File: config.mk
export PLATFORM = sky130hd
export DESIGN_NAME = cook_sequencer
export DESIGN_NICKNAME = d
export VERILOG_FILES = /design/src/rtl/cook_sequencer.sv
export SDC_FILE = /design/constraint.sdc
export NUM_CORES = 1
export LEC_CHECK = 0
export ABC_AREA = 1
export BUFFER_PORTS_ARGS = -buffer_cell sky130_fd_sc_hd__buf_2
export CORE_MARGIN = 3
export CORE_UTILIZATION = 40
export DETAILED_ROUTE_END_ITERATION = 10
export PLACE_DENSITY_LB_ADDON = 0.1
export SLEW_MARGIN = 30
export SYNTH_ARGS = -nofsm -noshare
export SYNTH_HDL_FRONTEND = slang
export SYNTH_SLANG_ARGS = --single-unit
File: constraint.sdc
create_clock -name clk -period 1.9 [get_ports clk]
set_input_delay 0.38 -clock clk [delete_from_list [all_inputs] [get_ports clk]]
set_output_delay 0.38 -clock clk [all_outputs]
set_load 0.05 [all_outputs]
File: src/rtl/cook_sequencer.sv
// Microwave cooking sequencer.
// Samples the active-low front-panel buttons, runs the IDLE/READY/COOK/PAUSE/DONE
// state machine, owns the seconds countdown with its one-second prescaler, and
// decodes the magnetron enable and cook-finished flag straight from the state.
module cook_sequencer #(
  parameter int TICK_DIV = 10,
  parameter int TIME_W   = 12
) (
  input  logic              clk,
  input  logic              reset,
  input  logic              startn,
  input  logic              stopn,
  input  logic              clearn,
  input  logic              door_closed,
  input  logic              load_en,
  input  logic [TIME_W-1:0] load_secs,
  output logic [TIME_W-1:0] secs_left,
  output logic              mag_on,
  output logic              timer_done,
  output logic [2:0]        state
);

  localparam int PRE_W = (TICK_DIV > 1) ? $clog2(TICK_DIV) : 1;

  typedef enum logic [2:0] {
    IDLE  = 3'd0,
    READY = 3'd1,
    COOK  = 3'd2,
    PAUSE = 3'd3,
    DONE  = 3'd4
  } state_t;

  state_t            cur_state;
  state_t            next_state;
  logic [TIME_W-1:0] secs_next;
  logic [PRE_W-1:0]  pre_cnt;
  logic [PRE_W-1:0]  pre_next;

  // Current and previous button samples; 1 means released.
  logic start_s, start_d;
  logic stop_s,  stop_d;
  logic clear_s, clear_d;

  logic start_press;
  logic stop_press;
  logic clear_press;
  logic tick;

  // Sample each button once per clock and keep the previous sample for edge detection.
  // NOTE: every register here uses non-blocking assignment so all flops update
  // from the same pre-edge values, regardless of statement order.
  always_ff @(posedge clk or posedge reset) begin
    if (reset) begin
      start_s <= 1'b1;
      start_d <= 1'b1;
      stop_s  <= 1'b1;
      stop_d  <= 1'b1;
      clear_s <= 1'b1;
      clear_d <= 1'b1;
    end else begin
      start_s <= startn;
      start_d <= start_s;
      stop_s  <= stopn;
      stop_d  <= stop_s;
      clear_s <= clearn;
      clear_d <= clear_s;
    end
  end

  // A press is a released-to-pressed transition, so a held button fires only once.
  assign start_press = start_d & ~start_s;
  assign stop_press  = stop_d  & ~stop_s;
  assign clear_press = clear_d & ~clear_s;

  // One-second strobe; the prescaler only ever runs in COOK.
  assign tick = (cur_state == COOK) && (pre_cnt == PRE_W'(TICK_DIV - 1));

  // State, countdown and prescaler registers.
  always_ff @(posedge clk or posedge reset) begin
    if (reset) begin
      cur_state <= IDLE;
      secs_left <= '0;
      pre_cnt   <= '0;
    end else begin
      cur_state <= next_state;
      secs_left <= secs_next;
      pre_cnt   <= pre_next;
    end
  end

  // Next-state, next-count and prescaler logic with clear > door > stop > start > load priority.
  // NOTE: every output of this block gets a default first, so no path can leave a
  // value unassigned and infer a latch.
  always_comb begin
    next_state = cur_state;
    secs_next  = secs_left;
    pre_next   = '0;

    case (cur_state)
      IDLE: begin
        if (clear_press) begin
          secs_next = '0;
        end else if (load_en && (load_secs != '0)) begin
          next_state = READY;
          secs_next  = load_secs;
        end
      end

      READY: begin
        if (clear_press) begin
          next_state = IDLE;
          secs_next  = '0;
        end else if (start_press && door_closed && !stop_press) begin
          next_state = COOK;
        end else if (load_en) begin
          if (load_secs == '0) begin
            next_state = IDLE;
            secs_next  = '0;
          end else begin
            secs_next = load_secs;
          end
        end
      end

      COOK: begin
        if (clear_press) begin
          next_state = IDLE;
          secs_next  = '0;
        end else if (!door_closed || stop_press) begin
          // Countdown is held; the prescaler drops back to 0 while paused.
          next_state = PAUSE;
        end else if (tick) begin
          if (secs_left <= TIME_W'(1)) begin
            next_state = DONE;
            secs_next  = '0;
          end else begin
            secs_next = secs_left - TIME_W'(1);
          end
        end else begin
          pre_next = pre_cnt + PRE_W'(1);
        end
      end

      PAUSE: begin
        if (clear_press || stop_press) begin
          next_state = IDLE;
          secs_next  = '0;
        end else if (start_press && door_closed) begin
          // Resume with a fresh second; any partial second is discarded.
          next_state = COOK;
        end
      end

      DONE: begin
        if (clear_press || stop_press || !door_closed) begin
          next_state = IDLE;
          secs_next  = '0;
        end
      end

      default: begin
        next_state = IDLE;
        secs_next  = '0;
      end
    endcase
  end

  assign state      = cur_state;
  assign mag_on     = (cur_state == COOK);
  assign timer_done = (cur_state == DONE);

endmodule

==> metrics.txt <==
outcome=finished clean; Most used DFF post-synth=dfrtp_1; die width=70.9 um; area occupied by multi-input gates=940 um^2; I/O pins=36; Syn Area/Cell=about 6.7 um^2; Vias/cell=roughly 4.8; CP max-delay cell=dfrtp_1; Post-Synthesis Net Count=about 280; CTS Hold Bufs=0; slowest stage delay, CP=between 0.4 and 0.5 ns; setup TNS=0 ns; synth warn=0; CP Capture Type=output port; CP required=approximately 1.5 ns; Pwr per Cell Area=around 1600 mW/mm^2; final core occ=slightly above 50%; final WL=approximately 4 mm; Mapped Area=around 0.0017 mm^2; Yosys reg bits=25; largest net degree at the start of global routing=26; Routed Antenna Nets=0; Num Clock Sinks=25; HP Class=in -> async; period utilization=89.7%; M1 WL=between 2 and 2.5 mm; share of the synthesized area in the top cell type=28.2%; Synth Instances=roughly 250; die height=about 71 um; Root Buffer=clkbuf_8; Unique masters post-synth=22; # fillers=slightly above 400; placed insts=around 340; Slew Viols, Final=0; clock-pin slew on the worst setup and hold paths=about 0.09 ns; startpoint types=register; DRC=0; Cell Chain, Critical Path=inv_1 > nand3_2 > inv_1 > buf_2; Synth area leaders=dfrtp_1, nand2_1, dfstp_2; row count=22; Initial Utilization=about 44%; endpoints failing setup=0; Worst Setup SP=state[2]; detailed placer's ending HPWL=~3.1 mm; gr usage total=16.8%; Most common cell on crit path=inv_1; Worst Path Arrival=roughly 1.3 ns; Worst R2R Start=clear_d; H-tree levels=1; Max clock buf depth=2; top-count cell post-synth=nand2_1; grt ovf=0; WL met2=about 1.6 mm; Post-synth top cells=nand2_1, nor2_1, inv_1, nand3_1, dfrtp_1; met3 WL post-DR=219 um; kind of critical path=reg -> out; Leak=between 1 and 1.5 nW; Final min period=about 1.7 ns; first-pass GRT wire length=a little under 7 mm; fmax=587 MHz; number of port buffers=35; cell taking the most area after synthesis=dfrtp_1; DR iter-0 viols=83; Layout Nets=between 300 and 400; worst-path fanout max=4; Clock Skews=between 0.002 and 0.0025 ns; register area share after synthesis=a little under two fifths; Register Area=~630 um^2; diode count=0; relative slew slack=about three quarters; Post-Layout Cell Count=341; average routed wire per standard cell=about 12 um; Core Area=0.00385 mm^2; Vias=between 1.5k and 2k; Clock Latency Late Sink=0.27 ns; Max Cap Violations=0; Fin. Hold Viols=0; VDD IR max=just under 0.7 mV; share of layout cells above drive strength 1=a little over a fifth; vias in the first global route=~1.4k; Area Growth Syn to Fin=18.6%; Post-synth EDFFs=0; number of buffers created by CTS=3; drt pass-1 iters=4; initial antenna violation count=0; highest metal used=met4; RSZ-0062 raised after global routing=false; worst slew pin tran=~0.35 ns; die area=around 0.0050 mm^2; Post-synth ARST share=100%; CTS tree=built; gpl congestion=roughly 0.92
area by class of cell:
class / count / area share [%]
Clock inverter: 1 / 0.250
Sequential cell: 25 / 31.6
Timing Repair Buffer: 40 / 10.6
Clock buffer: 3 / 2.06
Multi-Input combinational cell: 195 / 47.0
Tap cell: 48 / 3.00
Inverter: 29 / 5.44
power breakdown:
part	total, mW	switching (mW)	leakage, nW	internal, mW
Clock	0.326	0.179	0.0255	0.147
Combinational	1.96	1.41	0.811	0.544
Sequential	0.857	0.175	0.311	0.682
cell usage in the layout (no fill, tap or decap), drive strengths merged, types with 4 or more instances in the layout:
cell / instances
inv: 29
dfrtp: 19
nand4: 7
nand3: 30
dfstp: 6
ha: 4
nand2: 102
nor2: 36
buf: 40
xor2: 4
kinds of logic after synthesis:
logic type      share of synthesized area [%]
xor+xnor                                 3.12
flops                                    37.5
simple gates                             45.9
compound gates                           2.08
fa+ha+maj                                2.97
buf+inv                                  8.38
worst paths after layout:
check | end | slack, ns | depth (start not counted)
setup / recovery | mag_on | 0.20 | 4
hold / removal | secs_left[1] | 0.14 | 3
setup reg to reg | secs_left[0] | 0.20 | 10
hold reg to reg | clear_d | 0.37 | 0
max in group asynchronous | stop_d | 1.46 | 3
min in group clk | clear_s | 0.19 | 1
worst max-delay path: cells and delay by family, from the launching register on:
kind,cells,cell delay [ns]
buffers and inverters,3,0.49
DFF,1,0.41
and+or+nand+nor,1,0.15
what timing repair did:
action | CTS | global route
buffers inserted | 0 | 0
resized for setup | 0 | 3
endpoints found under the setup margin | 0 | 12
per-layer routing:
| metal | up-vias | track usage [%] |
|---|---|---|
| met1 | 713 | 25.8 |
| met5 | - | 0 |
| met4 | 0 | 5.01 |
| li1 | 872 | - |
| met2 | 38 | 23.8 |
| met3 | 6 | 2.98 |
flip-flops by register name, summed over array words and instances, names as in the netlist:
signal and cells:
clear_d 1, start_s 1, stop_d 1, state 3, pre_cnt 4, clear_s 1, stop_s 1, secs_left 12
start_d 1
metrics by stage:
| step | hold WS (ns) | worst slack [ns] | total power, mW | cell area, um^2 |
|---|---|---|---|---|
| after floorplan | 0.351 | 0.0184 | 2.37 | 1690 |
| after global placement | 0.354 | 0.0486 | 2.79 | 1930 |
| after detailed placement | 0.358 | 0.0877 | 2.79 | 1930 |
| after CTS | 0.153 | 0.0632 | 3.13 | 1980 |
| after global routing | 0.170 | 0.0265 | 3.44 | 2000 |
| final | 0.144 | 0.196 | 3.14 | 2000 |
No activity file was read; power rests on OpenSTA's default activity.
